[config.mk]
export PLATFORM = sky130hd
export DESIGN_NAME = loss_accumulator
export DESIGN_NICKNAME = d
export VERILOG_FILES = /design/src/rtl/loss_pkg.sv /design/src/rtl/loss_divider.sv /design/src/rtl/loss_accumulator.sv
export SDC_FILE = /design/constraint.sdc
export NUM_CORES = 1
export LEC_CHECK = 0
export CORE_ASPECT_RATIO = 0.6
export CORE_MARGIN = 10
export CORE_UTILIZATION = 60
export CTS_BUF_LIST = sky130_fd_sc_hd__clkbuf_4 sky130_fd_sc_hd__clkbuf_8
export CTS_CLUSTER_DIAMETER = 40
export CTS_CLUSTER_SIZE = 16
export DETAILED_ROUTE_END_ITERATION = 10
export HOLD_SLACK_MARGIN = 0.05
export PLACE_DENSITY = 0.88
export SETUP_SLACK_MARGIN = 0.5
export SLEW_MARGIN = 20
export SYNTH_ARGS = -nofsm -noshare
export SYNTH_HDL_FRONTEND = slang
export SYNTH_SLANG_ARGS = --single-unit
export TNS_END_PERCENT = 5
[constraint.sdc]
create_clock -name clk -period 7.3 [get_ports clk]
set_input_delay 2.19 -clock clk [delete_from_list [all_inputs] [get_ports clk]]
set_output_delay 2.19 -clock clk [all_outputs]
set_load 0.02 [all_outputs]
[src/rtl/loss_pkg.sv]
// Shared definitions for the loss accumulator slice: default widths,
// the vector result bundle and the result-register state encoding used
// when the mean output (LOSS_ACC_MEAN_EN) is built in.
package loss_pkg;

    localparam int LOSS_ACC_W_DEF = 48;
    localparam int LOSS_CNT_W_DEF = 16;

    // Widest supported configuration; the result bundle is sized for it
    // and each instance uses only its low ACC_W / CNT_W bits.
    localparam int LOSS_ACC_W_MAX = 64;
    localparam int LOSS_CNT_W_MAX = 32;

    typedef struct packed {
        logic [LOSS_ACC_W_MAX-1:0] sum;
        logic [LOSS_CNT_W_MAX-1:0] count;
        logic                      sat;
    } loss_result_t;

    typedef enum logic [1:0] {
        DIV_IDLE,
        DIV_DIVIDE,
        DIV_HOLD
    } div_state_t;

endpackage

[src/rtl/loss_divider.sv]
// Sequential restoring divider: one quotient bit per cycle, ACC_W cycles
// from start to done. Only built when LOSS_ACC_MEAN_EN is defined.
`ifdef LOSS_ACC_MEAN_EN
module loss_divider
    import loss_pkg::*;
#(
    parameter int ACC_W = LOSS_ACC_W_DEF,
    parameter int CNT_W = LOSS_CNT_W_DEF
) (
    input  logic             clk,
    input  logic             reset,
    input  logic             abort,
    input  logic             start,
    input  logic [ACC_W-1:0] dividend,
    input  logic [CNT_W-1:0] divisor,
    output logic [ACC_W-1:0] quotient,
    output logic             done
);

    localparam int STEP_W = $clog2(ACC_W + 1);

    logic [ACC_W-1:0]  quo;
    logic [CNT_W-1:0]  rem;
    logic [CNT_W-1:0]  div_q;
    logic [STEP_W-1:0] steps;
    logic              running;
    logic [CNT_W:0]    trial;
    logic              fits;

    // Trial subtraction for the next quotient bit.
    always_comb begin
        trial = {rem, quo[ACC_W-1]};
        fits  = (trial >= {1'b0, div_q});
    end

    // Shift dividend bits out of quo while quotient bits shift in.
    always_ff @(posedge clk or negedge reset) begin
        if (!reset) begin
            quo     <= '0;
            rem     <= '0;
            div_q   <= '0;
            steps   <= '0;
            running <= 1'b0;
            done    <= 1'b0;
        end else if (abort) begin
            running <= 1'b0;
            done    <= 1'b0;
        end else begin
            done <= 1'b0;
            if (start) begin
                quo     <= dividend;
                rem     <= '0;
                div_q   <= divisor;
                steps   <= STEP_W'(ACC_W);
                running <= 1'b1;
            end else if (running) begin
                quo   <= {quo[ACC_W-2:0], fits};
                rem   <= fits ? CNT_W'(trial - {1'b0, div_q}) : trial[CNT_W-1:0];
                steps <= steps - STEP_W'(1);
                if (steps == STEP_W'(1)) begin
                    running <= 1'b0;
                    done    <= 1'b1;
                end
            end
        end
    end

    assign quotient = quo;

endmodule
`endif

[src/rtl/loss_accumulator.sv]
// Vector loss accumulator: sums the per-element loss stream until last_in,
// then offers {sum, count, sat} on a valid/ready result register. The input
// is never backpressured; a result that finds the register occupied is
// dropped and flagged on the sticky overrun output.
// Optional feature macro: LOSS_ACC_MEAN_EN adds mean_out = floor(sum/count)
// via a multi-cycle divider, delaying out_valid until the divide finishes.
module loss_accumulator
    import loss_pkg::*;
#(
    parameter int ACC_W = LOSS_ACC_W_DEF,
    parameter int CNT_W = LOSS_CNT_W_DEF
) (
    input  logic             clk,
    input  logic             reset,
    input  logic             clear,
    input  logic             valid_in,
    input  logic [31:0]      loss_in,
    input  logic             last_in,
    output logic             out_valid,
    input  logic             out_ready,
    output logic [ACC_W-1:0] sum_out,
    output logic [CNT_W-1:0] count_out,
    output logic             sat_out,
    output logic             overrun,
    output logic             busy
`ifdef LOSS_ACC_MEAN_EN
    ,
    output logic [ACC_W-1:0] mean_out
`endif
);

    logic [ACC_W-1:0] acc;
    logic [ACC_W-1:0] acc_nxt;
    logic [ACC_W:0]   acc_sum;
    logic [CNT_W-1:0] cnt;
    logic [CNT_W-1:0] cnt_nxt;
    logic             sat;
    logic             sat_nxt;
    logic             acc_ovf;
    logic             cnt_ovf;
    logic             close;
    loss_result_t     result_q;
    loss_result_t     result_nxt;
    logic             unused_result_hi;

    // Saturating add of the zero-extended element and saturating count.
    always_comb begin
        acc_sum = {1'b0, acc} + (ACC_W + 1)'(loss_in);
        acc_ovf = acc_sum[ACC_W];
        acc_nxt = acc_ovf ? {ACC_W{1'b1}} : acc_sum[ACC_W-1:0];
        cnt_ovf = &cnt;
        cnt_nxt = cnt_ovf ? cnt : cnt + CNT_W'(1);
        sat_nxt = sat | acc_ovf | cnt_ovf;
        close   = valid_in & last_in;
        result_nxt       = '0;
        result_nxt.sum   = LOSS_ACC_W_MAX'(acc_nxt);
        result_nxt.count = LOSS_CNT_W_MAX'(cnt_nxt);
        result_nxt.sat   = sat_nxt;
    end

    // Running vector state; a close restarts it so the next element begins a new vector.
    always_ff @(posedge clk or negedge reset) begin
        if (!reset) begin
            acc <= '0;
            cnt <= '0;
            sat <= 1'b0;
        end else if (clear || close) begin
            acc <= '0;
            cnt <= '0;
            sat <= 1'b0;
        end else if (valid_in) begin
            acc <= acc_nxt;
            cnt <= cnt_nxt;
            sat <= sat_nxt;
        end
    end

`ifdef LOSS_ACC_MEAN_EN

    div_state_t       state;
    div_state_t       state_nxt;
    logic             capture;
    logic             set_overrun;
    logic             div_done;
    logic [ACC_W-1:0] quotient;

    // Result-register state.
    always_ff @(posedge clk or negedge reset) begin
        if (!reset) begin
            state <= DIV_IDLE;
        end else begin
            state <= state_nxt;
        end
    end

    // Next state: a close starts a divide, done exposes it, handshake releases it.
    always_comb begin
        state_nxt = state;
        case (state)
            DIV_IDLE:   if (close) state_nxt = DIV_DIVIDE;
            DIV_DIVIDE: if (div_done) state_nxt = DIV_HOLD;
            DIV_HOLD:   if (out_ready) state_nxt = close ? DIV_DIVIDE : DIV_IDLE;
            default:    state_nxt = DIV_IDLE;
        endcase
        if (clear) state_nxt = DIV_IDLE;
    end

    // Decode whether this cycle's close is accepted or lost.
    always_comb begin
        capture     = 1'b0;
        set_overrun = 1'b0;
        if (!clear && close) begin
            capture     = (state == DIV_IDLE) || (state == DIV_HOLD && out_ready);
            set_overrun = !capture;
        end
    end

    // Captured result and sticky overrun.
    always_ff @(posedge clk or negedge reset) begin
        if (!reset) begin
            result_q <= '0;
            overrun  <= 1'b0;
        end else if (clear) begin
            overrun <= 1'b0;
        end else begin
            if (capture) result_q <= result_nxt;
            if (set_overrun) overrun <= 1'b1;
        end
    end

    loss_divider #(
        .ACC_W (ACC_W),
        .CNT_W (CNT_W)
    ) u_divider (
        .clk      (clk),
        .reset    (reset),
        .abort    (clear),
        .start    (capture),
        .dividend (acc_nxt),
        .divisor  (cnt_nxt),
        .quotient (quotient),
        .done     (div_done)
    );

    assign out_valid = (state == DIV_HOLD);
    assign mean_out  = quotient;

`else

    logic out_valid_q;
    logic slot_free;

    assign slot_free = !out_valid_q || out_ready;

    // One-deep result register: load when free, otherwise drop and flag.
    always_ff @(posedge clk or negedge reset) begin
        if (!reset) begin
            result_q    <= '0;
            out_valid_q <= 1'b0;
            overrun     <= 1'b0;
        end else if (clear) begin
            out_valid_q <= 1'b0;
            overrun     <= 1'b0;
        end else if (close && slot_free) begin
            result_q    <= result_nxt;
            out_valid_q <= 1'b1;
        end else if (close) begin
            overrun <= 1'b1;
        end else if (out_valid_q && out_ready) begin
            out_valid_q <= 1'b0;
        end
    end

    assign out_valid = out_valid_q;

`endif

    assign sum_out          = result_q.sum[ACC_W-1:0];
    assign count_out        = result_q.count[CNT_W-1:0];
    assign sat_out          = result_q.sat;
    assign busy             = (cnt != '0);
    assign unused_result_hi = ^{result_q.sum >> ACC_W, result_q.count >> CNT_W};

endmodule
==> results by stage <==
CTS:
- The worst-skew pair later-pin latency is 470 ps.
- The H-tree generated during clock tree synthesis spans 4 levels.
- The maximum buffer depth of the clock tree is 2.
- The clock tree from TritonCTS is built.
- Once the clock tree was built, the resizer swapped 0 gates to a different size.
- The total clock buffers created by CTS is 17.
- The clock root buffer is clkbuf_8.
- The total setup buffers inserted after CTS is 0.
- The clock sink total is 132.
- The count of hold buffers inserted by post-cts repair is 0.
- The clock slew seen by the registers of the worst setup and hold paths is 90 ps.

Timing:
- Static timing analysis puts the maximum clock frequency at 0.180 GHz.
- The portion of the clock cycle consumed by the worst path in the final layout is 75.9%.
- The clock tree skew after final layout is 12.9 ps.
- Setup repair after global routing left no endpoint under its margin.
- The final number of setup-violating endpoints is 0.
- After routing, the total negative slack on setup checks comes to 0 ps.
- The number of hold violations in the final report is 0.
- In the post-route analysis, the smallest setup slack over all paths is 1760 ps.
- Headroom to the max-slew limit came out at 39.7%.
- The max-slew violation count is 0.
- The smallest clock period supported by the final layout is computed as 5540 ps.
- The actual transition at the worst max-transition pin is 897 ps.

Min path:
- The path class of the tightest hold or removal check is flop to flop.
- The cell count of the worst hold path is 2.

Synth:
- The most instantiated library cell after synthesis is dfrtp_1.
- The number of unique standard cell types used by synthesis is 69.
- The cell count after synthesis came out at 899.
- The share of synthesized area occupied by flip-flops and latches is 41.9%.
- The dominant register cell in the synthesized netlist is dfrtp_1.
- Each instance of the synthesized netlist takes up on average 8.76 um^2.
- Ranked by total cell area, the synthesized netlist is headed by dfrtp_1 (42%), o21ai_0 (7.2%), nand2_1 (5.6%).
- The share of flip-flops with an asynchronous set or reset is 100%.
- The synthesized netlist occupies a cell area of 0.00788 mm^2.
- The commonest cells after synthesis are dfrtp_1 (132), nand2_1 (118), o21ai_0 (113).
- Summed over its instances, the top area cell type makes up 41.9% of the synthesized netlist area.
- The net count of the mapped netlist is 972.
- Yosys printed 0 warnings.
- Counting flops and latches in the post-synthesis netlist gives 132.
- In this run, synthesis inferred 0 flip-flops with an integrated enable.
- Summed over all instances, the cell type with the most area after synthesis is dfrtp_1.

Power and ir drop:
- In this run the static leakage power is 4.01 nW.
- The largest vdd supply drop is 0.000125 V.
- The ratio of total power to cell area is 211 mW/mm^2.

Global route:
- Global routing used 34.8% of the available met1 tracks.
- The first global-routing pass estimated 36400 um of wire.
- The met3 layer usage reported by global route is 9.20%.
- The final global-route overflow total is 0.
- The via count of the first global-routing pass is 6783.
- For met2 alone, demand over resource in global routing was 34.5%.
- Entering global routing, the biggest net connects 84 pins.
- After global routing, the most crowded layer is met1.
- Global routing used 24.3% of the available tracks.
- The number of antenna violations at the first check in global routing is 0.

Floorplanning:
- After floorplanning, the core was sized to cover 0.0129 mm^2.
- In this run the vertical extent of the chip is 109 um.
- The horizontal extent of the die is 168 um.
- The floorplan step defined a die boundary enclosing 0.0183 mm^2.
- The initial core utilization is 61.3%.
- The floorplan has 32 rows.
- In this run the count of I/O pins placed on the die edge is 106.

Routing:
- The count of unresolved DRC violations after routing is 0.
- The number of iterations in the first detailed-routing pass is 5.
- The final layout contains routed wiring with a total length of 22200 um.
- For this block, the initial DRC count from the detailed router was 762.
- The wire length per cell is 19.2 um.
- The vias after detailed routing is 7259.
- The number of vias per cell is 6.26.
- In this run the remaining antenna-violating nets after routing total 0.

Cells and area:
- The number of diodes added for antenna fixing is 0.
- The share of post-route cells with drive strength above 1 is 6.27%.
- The share of the core filled with cells in the final layout is 72.4%.
- The net count of the finished layout is 1049.
- Compared with the post-synthesis result, the final layout area differs by 18.1%.

Placement:
- At the placement stage, the worst setup path has a slack of 1410 ps.
- The final estimated routing congestion in global placement is 0.961.
- The number of port buffers is 105.
- Summed over all nets, the half-perimeter wirelength after detailed placement is 15700 um.

Critical path:
- Among the stages of the critical path, the cell type that occurs most often is o21ai_0.
- For the worst setup path, the data required time is 7660 ps.
- The delay of the slowest cell on the worst path is 660 ps.
- The reg-to-reg setup timing slack is 3540 ps.
- The critical path capture point is acc[46].
- The end of the worst register-to-register path is acc[46].
- The worst-path cell with the longest stage delay is nand2_1.
- The start point of the critical path is loss_in[0].
- The count of cells along the worst register-to-register path is 10.
- The nature of the critical path startpoint is an input pin.
- Traced cell by cell, the critical path runs through clkdlybuf4s50_1 > ha_1 > fa_1 > a211oi_1 > o21ai_0 > a21oi_1 > o2111ai_1 > and2_1 > nand2_1 > o21ai_0 > a22o_1.
- The worst register-to-register path begins at acc[0].
- The biggest fanout along the worst timing path is 23.
- The type of the worst setup path is input pin to flop.
- The kind of capture point of the worst setup path is a flop.
- At the worst endpoint, the arrival time is 5900 ps.

Job:
- The tool flagged a number of max-cap violations equal to 0.

Run status:
- The flow ran to the end, and the final reports show no timing, DRC or antenna violations.
==> registers in the layout, summed over array words and instances (netlist names) <==
name,count
out_valid,1
cnt,16
sat_out,1
acc,48
overrun,1
sum_out,48
sat,1
count_out,16
==> cells by family (layout without fill, tap and decap cells) <==
group / count (synthesis) / in the layout / share of synthesized area (%)
adder cells (fa/ha/maj): 35 / 35 / 5.65
AO/OA/AOI/OAI: 302 / 302 / 24.2
flip-flops: 132 / 132 / 41.9
XOR/XNOR: 47 / 47 / 5.22
buffers and inverters: 67 / 157 / 4.38
AND/OR/NAND/NOR: 311 / 311 / 17.9
multiplexers: 5 / 5 / 0.651
==> placed cells by master (no fill, tap or decap), types with 12 or more instances in the layout <==
master	n
a21oi_1	67
o21ai_0	113
ha_1	34
a31oi_1	20
nor3_1	13
and3_1	12
a21o_1	13
xnor2_1	28
nand4_1	15
inv_1	13
dfrtp_1	132
nand2_1	117
nand3_1	27
xor2_1	19
clkdlybuf4s50_1	104
nor2_1	84
clkbuf_8	18
==> layout make-up <==
type	instances	area, um^2
fillers	970	3550
repair buffers	112	1100
inverters	13	48.8
multi-input cells	700	4250
clock inverters	14	139
flip-flops and latches	132	3300
clock buffers	18	248
well taps	170	213
==> stage by stage <==
step	total power, mW	hold WS (ps)	cells	area (um^2)
2_1_floorplan	1.13	452	899	7880
6_report	1.96	483	1159	9300
5_1_grt	2.05	509	1159	9300
3_3_place_gp	1.34	461	1127	8910
3_5_place_dp	1.35	470	1127	8910
4_1_cts	1.97	487	1159	9300
==> power breakdown <==
part / switching (mW) / internal [mW] / total [mW]
Sequential: 0.0413 / 0.798 / 0.839
Combinational: 0.290 / 0.213 / 0.503
Clock: 0.333 / 0.287 / 0.620
Total: 0.664 / 1.30 / 1.96
==> metal layers <==
| layer | wire (um) | up-vias | part of all wire (%) |
|---|---|---|---|
| met2 | 9110 | 411 | 41 |
| met4 | 187 | 0 | 0.84 |
| met3 | 2570 | 23 | 12 |
| met1 | 10400 | 3423 | 47 |
| li1 | - | 3402 | - |
| met5 | 0 | - | 0 |
==> worst min path at each step <==
stage                      start            to  slack [ps]
floorplan                 acc[3]        acc[3]         450
global placement     sum_out[24]   sum_out[24]         460
detailed placement  count_out[5]  count_out[5]         470
CTS                  sum_out[29]   sum_out[29]         490
global route        count_out[5]  count_out[5]         510
finish              count_out[5]  count_out[5]         480
==> worst max-delay path, delay by kind of cell <==
kind                     cells  cell delay, ps
buffers and inverters        1             430
AND/OR/NAND/NOR              2             930
AO/OA/AOI/OAI                6            1640
adder cells (fa/ha/maj)      2             700
Note: power is estimated with default switching activity, not from simulation.
